**src/rtl/hdmi_pattern_gen.sv**
```systemverilog
// HDMI test-pattern source: Wishbone registers, shadowed working set, DE raster and colour-A frame counter.
// Optional build macro HDMIGEN_LFSR_EN turns mode 3 into a 30-bit pseudo-random pattern instead of a ramp.
module hdmi_pattern_gen #(
  parameter int CW       = 12,
  parameter int H_ACTIVE = 640,
  parameter int H_TOTAL  = 800,
  parameter int V_ACTIVE = 480,
  parameter int V_TOTAL  = 525
) (
  input  logic        i_clk,
  input  logic        i_areset_n,
  input  logic        i_wb_cyc,
  input  logic        i_wb_stb,
  input  logic        i_wb_we,
  input  logic [1:0]  i_wb_addr,
  input  logic [31:0] i_wb_data,
  output logic        o_wb_ack,
  output logic        o_wb_stall,
  output logic [31:0] o_wb_data,
  output logic [9:0]  o_hdmi_r,
  output logic [9:0]  o_hdmi_g,
  output logic [9:0]  o_hdmi_b,
  output logic        o_de,
  output logic        o_sof
);

  localparam logic [CW-1:0] H_ACT  = CW'(H_ACTIVE);
  localparam logic [CW-1:0] V_ACT  = CW'(V_ACTIVE);
  localparam logic [CW-1:0] H_LAST = CW'(H_TOTAL - 1);
  localparam logic [CW-1:0] V_LAST = CW'(V_TOTAL - 1);
  localparam logic [CW-1:0] CNT_ONE = CW'(1);

  // Live registers (bus side)
  logic [29:0] col_a;
  logic [29:0] col_b;
  logic        ctl_en;
  logic [11:0] ctl_barw;
  logic [1:0]  ctl_mode;
  logic [31:0] frame_count;

  // Working set (raster side)
  logic [29:0] w_a;
  logic [29:0] w_b;
  logic        w_en;
  logic [11:0] w_barw;
  logic [1:0]  w_mode;

  logic [CW-1:0] h;
  logic [CW-1:0] v;
  logic [11:0]   hbar;
  logic [11:0]   vbar;
  logic          hphase;
  logic          vphase;
  logic [31:0]   acount;

  logic          run;
  logic          h_last;
  logic          v_last;
  logic          wrap;
  logic          load;
  logic          active;
  logic [11:0]   barw_end;
  logic [29:0]   pix;
  logic [31:0]   rd_next;
  logic          hit;
  logic [31:0]   acount_inc;
  logic          unused_bits;

  assign unused_bits = i_wb_data[30];
  assign o_wb_stall  = 1'b0;

  // A live disable stops the raster at once; everything else waits for the frame wrap.
  assign run      = w_en & ctl_en;
  assign h_last   = (h == H_LAST);
  assign v_last   = (v == V_LAST);
  assign wrap     = run & h_last & v_last;
  assign load     = ~w_en | ~ctl_en | wrap;
  assign active   = (h < H_ACT) && (v < V_ACT);
  assign barw_end = (w_barw == 12'd0) ? 12'd0 : (w_barw - 12'd1);

  // Bus handshake: every strobe is acked exactly one clock later and the bus never stalls;
  // read data is re-registered from the address each clock, writes take effect on the strobe edge.
  always_comb begin
    rd_next = '0;
    case (i_wb_addr)
      2'd0:    rd_next = {2'b00, col_a};
      2'd1:    rd_next = {2'b00, col_b};
      2'd2:    rd_next = {ctl_en, 3'b000, ctl_barw, 14'd0, ctl_mode};
      default: rd_next = frame_count;
    endcase
  end

  always_ff @(posedge i_clk or negedge i_areset_n) begin
    if (!i_areset_n) begin
      o_wb_ack  <= 1'b0;
      o_wb_data <= '0;
      col_a     <= '0;
      col_b     <= '0;
      ctl_en    <= 1'b0;
      ctl_barw  <= '0;
      ctl_mode  <= '0;
    end else begin
      o_wb_ack  <= i_wb_stb;
      o_wb_data <= rd_next;
      if (i_wb_cyc && i_wb_stb && i_wb_we) begin
        case (i_wb_addr)
          2'd0: col_a <= i_wb_data[29:0];
          2'd1: col_b <= i_wb_data[29:0];
          2'd2: begin
            ctl_en   <= i_wb_data[31];
            ctl_barw <= i_wb_data[27:16];
            ctl_mode <= i_wb_data[1:0];
          end
          default: ;
        endcase
      end
    end
  end

  always_ff @(posedge i_clk or negedge i_areset_n) begin
    if (!i_areset_n) begin
      w_a    <= '0;
      w_b    <= '0;
      w_en   <= 1'b0;
      w_barw <= '0;
      w_mode <= '0;
    end else if (load) begin
      w_a    <= col_a;
      w_b    <= col_b;
      w_en   <= ctl_en;
      w_barw <= ctl_barw;
      w_mode <= ctl_mode;
    end
  end

  always_ff @(posedge i_clk or negedge i_areset_n) begin
    if (!i_areset_n) begin
      h <= '0;
      v <= '0;
    end else if (!run) begin
      h <= '0;
      v <= '0;
    end else begin
      h <= h_last ? '0 : (h + CNT_ONE);
      if (h_last) begin
        v <= v_last ? '0 : (v + CNT_ONE);
      end
    end
  end

  // Bar phases track (h / BARW) and (v / BARW) parity without a divider.
  always_ff @(posedge i_clk or negedge i_areset_n) begin
    if (!i_areset_n) begin
      hbar   <= '0;
      hphase <= 1'b0;
      vbar   <= '0;
      vphase <= 1'b0;
    end else if (!run) begin
      hbar   <= '0;
      hphase <= 1'b0;
      vbar   <= '0;
      vphase <= 1'b0;
    end else begin
      if (h_last) begin
        hbar   <= '0;
        hphase <= 1'b0;
        if (v_last) begin
          vbar   <= '0;
          vphase <= 1'b0;
        end else if (vbar == barw_end) begin
          vbar   <= '0;
          vphase <= ~vphase;
        end else begin
          vbar <= vbar + 12'd1;
        end
      end else if (h < H_ACT) begin
        if (hbar == barw_end) begin
          hbar   <= '0;
          hphase <= ~hphase;
        end else begin
          hbar <= hbar + 12'd1;
        end
      end
    end
  end

`ifdef HDMIGEN_LFSR_EN
  logic [29:0] lfsr;

  always_ff @(posedge i_clk or negedge i_areset_n) begin
    if (!i_areset_n) begin
      lfsr <= 30'h1;
    end else if (!run || wrap) begin
      lfsr <= 30'h1;
    end else if (active) begin
      lfsr <= {lfsr[28:0], lfsr[29] ^ lfsr[5] ^ lfsr[3] ^ lfsr[0]};
    end
  end
`endif

  always_comb begin
    pix = '0;
    case (w_mode)
      2'd0: pix = w_a;
      2'd1: pix = hphase ? w_b : w_a;
      2'd2: pix = (hphase ^ vphase) ? w_b : w_a;
      default: begin
`ifdef HDMIGEN_LFSR_EN
        pix = lfsr;
`else
        pix = {h[9:0], h[9:0], h[9:0]};
`endif
      end
    endcase
    if (!active) begin
      pix = '0;
    end
  end

  always_ff @(posedge i_clk or negedge i_areset_n) begin
    if (!i_areset_n) begin
      o_de     <= 1'b0;
      o_sof    <= 1'b0;
      o_hdmi_r <= '0;
      o_hdmi_g <= '0;
      o_hdmi_b <= '0;
    end else if (!run) begin
      o_de     <= 1'b0;
      o_sof    <= 1'b0;
      o_hdmi_r <= '0;
      o_hdmi_g <= '0;
      o_hdmi_b <= '0;
    end else begin
      o_de     <= active;
      o_sof    <= active && (h == '0) && (v == '0);
      o_hdmi_r <= pix[29:20];
      o_hdmi_g <= pix[19:10];
      o_hdmi_b <= pix[9:0];
    end
  end

  // Counts what actually left the output register, so it matches a downstream histogram.
  assign hit        = o_de && ({o_hdmi_r, o_hdmi_g, o_hdmi_b} == w_a);
  assign acount_inc = (hit && (acount != 32'hFFFF_FFFF)) ? (acount + 32'd1) : acount;

  always_ff @(posedge i_clk or negedge i_areset_n) begin
    if (!i_areset_n) begin
      acount      <= '0;
      frame_count <= '0;
    end else if (!run) begin
      acount <= '0;
    end else if (wrap) begin
      frame_count <= acount_inc;
      acount      <= '0;
    end else begin
      acount <= acount_inc;
    end
  end

endmodule

```
**config.mk**
```make
export PLATFORM = sky130hd
export DESIGN_NAME = hdmi_pattern_gen
export DESIGN_NICKNAME = d
export VERILOG_FILES = /design/src/rtl/hdmi_pattern_gen.sv
export SDC_FILE = /design/constraint.sdc
export NUM_CORES = 1
export LEC_CHECK = 0
export ABC_AREA = 0
export BUFFER_PORTS_ARGS = -buffer_cell sky130_fd_sc_hd__buf_2
export CAP_MARGIN = 20
export CORE_MARGIN = 2
export CORE_UTILIZATION = 30
export DETAILED_ROUTE_END_ITERATION = 10
export HOLD_SLACK_MARGIN = 0.03
export PLACE_DENSITY = 0.57
export SETUP_SLACK_MARGIN = 0.02
export SYNTH_ARGS = -nofsm -noshare
export SYNTH_HDL_FRONTEND = slang
export SYNTH_SLANG_ARGS = --single-unit
export TNS_END_PERCENT = 10
```
**constraint.sdc**
```tcl
create_clock -name i_clk -period 4.34 [get_ports i_clk]
set_input_delay 0.651 -clock i_clk [delete_from_list [all_inputs] [get_ports i_clk]]
set_output_delay 0.651 -clock i_clk [all_outputs]
set_load 0.02 [all_outputs]
```
== Word-level counts from Yosys, hierarchy flattened ==
Cells that the tools add are included.
Word-level totals
  flip-flop bits (word level): 329
  output and inout bits: 66
  input bits: 39
Operators by class
  add/subtract/negate cells: 6
  bitwise gates (word level): 10
  eq/ne operators: 14
  mux-type cells: 35
  $lt $le $gt $ge: 2
  reductions and logical operators: 18
Operators with widths (number)
  $mux W12: 14
  $mux W32: 3
  $pmux W32 S3: 1
  $mux W30: 3
  $pmux W30 S3: 1
  $add A12 B1 Y12 const B: 4
  $logic_not A12 Y1: 3
  $add A32 B1 Y32 const B: 1
  $ne A32 B32 Y1 const B: 1
  $eq A30 B30 Y1: 1
  $mux W10: 3
  $eq A12 B10 Y1 const B: 2
  $eq A12 B12 Y1: 2
  $lt A12 B10 Y1 const B: 1
  $lt A12 B9 Y1 const B: 1
  $reduce_and A2 Y1: 6
  $sub A12 B1 Y12 const B: 1
  $mux W1: 10
  $ne A3 B1 Y1 const B: 3
  $logic_and A1 B1 Y1: 7
  $eq A2 B1 Y1 const B: 2
  $eq A2 B2 Y1 const B: 2
  $logic_not A2 Y1: 2
  $not A1 Y1: 4
  4 further kinds: 7

== Logic depth before layout (Yosys ltp) ==
  word-level depth: 7
  depth in mapped cells: 13
  mapped depth without buffers: 10

== Worst setup path after synthesis ==
OpenSTA, ideal clock, no wires.
  path kind: register -> register
  from: reg w_barw[3]
  to: reg hbar[4]
  slack: 1.725 ns
  data required time: 4.212 ns
  buffers on the path: 2
  library setup time: 0.128 ns
  arrival: 2.487 ns
  cell stages (with the launch flop): 11
  period minus slack after synthesis: 2.615 ns
  cells stage by stage: dfrtp_1 > buf_6 > or4_4 > nor3_1 > mux2i_1 > xnor2_1 > nor4_1 > nand4_1 > buf_2 > a31oi_1 > o22ai_1
On the way
  cells in the longest elaborated chain, start to end: 7
Ends and longest elaborated chain
  start: declaration: RTL line 45  | logic [11:0] w_barw;
  start signal: assignment: RTL line 131  | w_barw <= ctl_barw;
  $sub A12 B1 Y12 or $logic_not A12 Y1 (tied branches): RTL line 79  | assign barw_end = (w_barw == 12'd0) ? 12'd0 : (w_barw - 12'd1);
  $mux W12 *: RTL line 79
  $eq A12 B12 Y1 *: RTL line 177  | if (hbar == barw_end) begin
  $mux W12 *: RTL line 177
  $mux W12 *: RTL line 176  | end else if (h < H_ACT) begin
  $mux W12 *: RTL line 164  | if (h_last) begin
  $mux W12 *: RTL line 158  | end else if (!run) begin
  end signal: assignment: RTL line 181  | hbar <= hbar + 12'd1;
  end: declaration: RTL line 50  | logic [11:0] hbar;
Mark *: on every way between the ends. The rest lies on a longest branch, timed or not. The select of a mux whose other input is x is not followed.
A chain may end at the register's enable or synchronous reset.

== Worst setup path in the final report ==
  from: reg w_barw[0]
  to: reg hbar[2]
Same word-level chain as after synthesis.

==> metrics.txt <==
outcome completed; Worst VDD drop 0.283 mV; H-tree depth 2; Worst-Skew Late Latency 580 ps; Synth area leaders dfrtp_1 (53%), nand2_1 (8.0%), mux2_2 (7.7%); Req. time, crit path 4770 ps; clk_skew 28.1 ps; total routed wirelength 42.0 mm; wire per inst 18.2 um; RSZ-0062 raised after global routing false; GRT Total Usage 16.0%; number of global-route vias before repair 11430; ys async rst share 100%; WS Path Type reg2reg; Worst Tran Pin Value 955 ps; std cell rows 83; area of the mapped netlist 15500 um^2; DR pass1 iterations 5; postcts setup bufs 0; CTS root buffer clkbuf_16; fraction of layout cells with a size suffix above 1 19.7%; Seq cells post-synth 329; Final Net Count 1650; Die ar. 53500 um^2; CP Capture Type register; CTS Buffer Depth 3; Vias 11441; Layout area overhead 16.8%; fillers 5134; antenna violation net count after detailed routing 0; Critical Path Source Type register; syn avg cell area 10.2 um^2; # DRC 0; Lkg Pwr 7.96 nW; clock sinks 329; sequential-to-total area share from yosys stat 53.1%; die width 231 um; Netlist cell types 63; cts bufs inserted 38; Placeable Area 51200 um^2; Reg clk slew, reported paths 60 ps; detailed placement HPWL 29.4 mm; gpl congestion 0.837; Tmin final 3740 ps; initial antenna violation count 3; post-synth top area share 53.1%; Synth Warn # 0; Tot Pwr 9.52 mW; Max Fanout on Critical Path 15; largest net degree at the start of global routing 101; # port buffers 102; Setup TNS 0 ps; Post-synth top flop dfrtp_1; PostCTS Resize Cnt 0; Synth Instances 1525; Layout Cells excl Fill 2312; DRT iter0 DRCs 879; post-cts hold buffer count 0; grt total ovfl 0; max-cap viol count 0; CTS tree yes; cell taking the most area after synthesis dfrtp_1; dpl cells 2243; initial core utilization 30.3%; arrival time worst endpoint 4170 ps; I/O pin cnt 105; Pwr Density 526 nW/um^2; # setup viols final 0; Die Height 231 um; global-route wire length before repair 66.6 mm; fin crit share 86.3%; Max Transition Viols Final 0; final hold viol count 0; Post-synth EDFFs 0; Synth Net Count 1572; Hold Path Class in2async; via/cell ratio 4.95; Rel. slew slack 35.6%; fmax 267 MHz
[layout by cell type, fill, tap and decap left out, types with 3 or more instances in the layout]
cell type  instances
buf_4             19
a31oi_1           10
buf_2            101
o22a_1            30
nor4b_1            4
o31ai_1            5
or3_1              8
a22oi_1            3
mux4_2            14
clkbuf_1           7
xnor2_1           76
mux2i_1           24
bufinv_16          5
inv_1             27
a21oi_1           15
nor4_1            12
mux2_2           106
nor3_1            27
and2_1            11
clkbuf_16         38
nand2b_1           4
and3_1            11
nor3b_1            5
o21ai_0           84
dfrtp_1          329
nand3_1           33
nor2_1           133
or4_1              4
nor2b_1            6
nand2_1          330
nand4_1           29
buf_12             3
clkinv_2           5
o22ai_1           26
and4_1             3
clkbuf_8           7
ha_1               8
xor2_1            28
[cells in the mapped netlist, types with 3 or more instances]
cell type / instances
a31oi_1: 10
nor4b_1: 4
nor2_1: 133
nand2_1: 330
and3_1: 11
xnor2_1: 76
buf_2: 9
nor3b_1: 5
or4_1: 4
or3_1: 8
o22a_1: 30
nand3_1: 33
nor4_1: 12
and2_1: 11
o31ai_1: 5
ha_1: 8
nand2b_1: 4
nor3_1: 28
a21oi_1: 16
o21ai_0: 84
nor2b_1: 6
mux2i_1: 24
nand4_1: 29
and4_1: 3
a22oi_1: 3
xor2_1: 28
clkbuf_1: 69
inv_1: 27
mux2_2: 106
mux4_2: 14
buf_1: 5
dfrtp_1: 329
o22ai_1: 26
[where the power goes]
group / switching (mW) / internal, mW
registers: 0.556 / 3.55
logic: 1.10 / 0.867
clock network: 1.38 / 2.06
[per-layer routing]
metal	global-route usage, %	vias up	part of all wire (%)
li1	-	5395	-
met3	3.13	70	4.6
met1	22.0	5728	47
met2	24.7	244	45
met5	0	-	0.045
met4	6.25	4	3.4
[state kept, by name, indices dropped and copies added (netlist names), 10 cells and up]
| name | flops |
|---|---|
| acount | 32 |
| frame_count | 32 |
| o_wb_data | 32 |
| col_a | 30 |
| col_b | 30 |
| w_a | 30 |
| w_b | 30 |
| ctl_barw | 12 |
| h | 12 |
| hbar | 12 |
| v | 12 |
| vbar | 12 |
| w_barw | 12 |
| o_hdmi_b | 10 |
| o_hdmi_g | 10 |
| o_hdmi_r | 10 |
[area by class of cell]
type / count / area [um^2] / area share [%]
Timing Repair Buffer: 124 / 723 / 4.00
Clock buffer: 52 / 1070 / 5.93
Tap cell: 680 / 851 / 4.70
Clock inverter: 16 / 279 / 1.54
Multi-Input combinational cell: 1083 / 6830 / 37.7
Antenna cell: 1 / 2.50 / 0.0138
Sequential cell: 329 / 8230 / 45.5
Inverter: 27 / 101 / 0.560
[stage by stage]
stage                     instance area (um^2)  utilization, %  hold WS, ps  setup WS (ps)
after floorplan                          15500               -          355           1720
after global placement                   16700            32.7          464            651
after detailed placement                 16700            32.7          470            600
after CTS                                18100            35.3          144            579
after global routing                     18100            35.3          161            250
final                                    18100            35.3          117            595
[worst max-delay path, cell delays in order (launching register included)]
cell and delay, ps:
dfrtp_1 500, inv_1 200, ha_1 500, nand2b_1 130, nor3_1 210, mux2i_1 460, xnor2_1 130, nor4_1 280
nand4_1 500, nand3_1 550, o21ai_0 160
[logic make-up after synthesis]
| group | Yosys count | synth area share [%] |
|---|---|---|
| fa+ha+maj | 8 | 0.646 |
| mux | 145 | 11.4 |
| simple gates | 631 | 18.1 |
| buf+inv | 113 | 2.93 |
| flops | 329 | 53.1 |
| other cells | 1 | 0.0242 |
| compound gates | 194 | 7.92 |
| xor+xnor | 104 | 5.88 |
[final timing paths]
path	startpoint	to	slack [ps]	depth (start not counted)
max	w_barw[0]$_DFFE_PN0P_	hbar[2]$_DFFE_PN0P_	600	10
min	i_areset_n	w_barw[9]$_DFFE_PN0P_	120	1
max reg2reg	w_barw[0]$_DFFE_PN0P_	hbar[2]$_DFFE_PN0P_	600	10
min reg2reg	frame_count[11]$_DFFE_PN0P_	frame_count[11]$_DFFE_PN0P_	480	2
max in group asynchronous	i_areset_n	w_b[9]$_DFFE_PN0P_	3180	2
min in group i_clk	i_wb_stb	o_wb_ack$_DFF_PN0_	180	1
(Power assumes the default switching activity.)
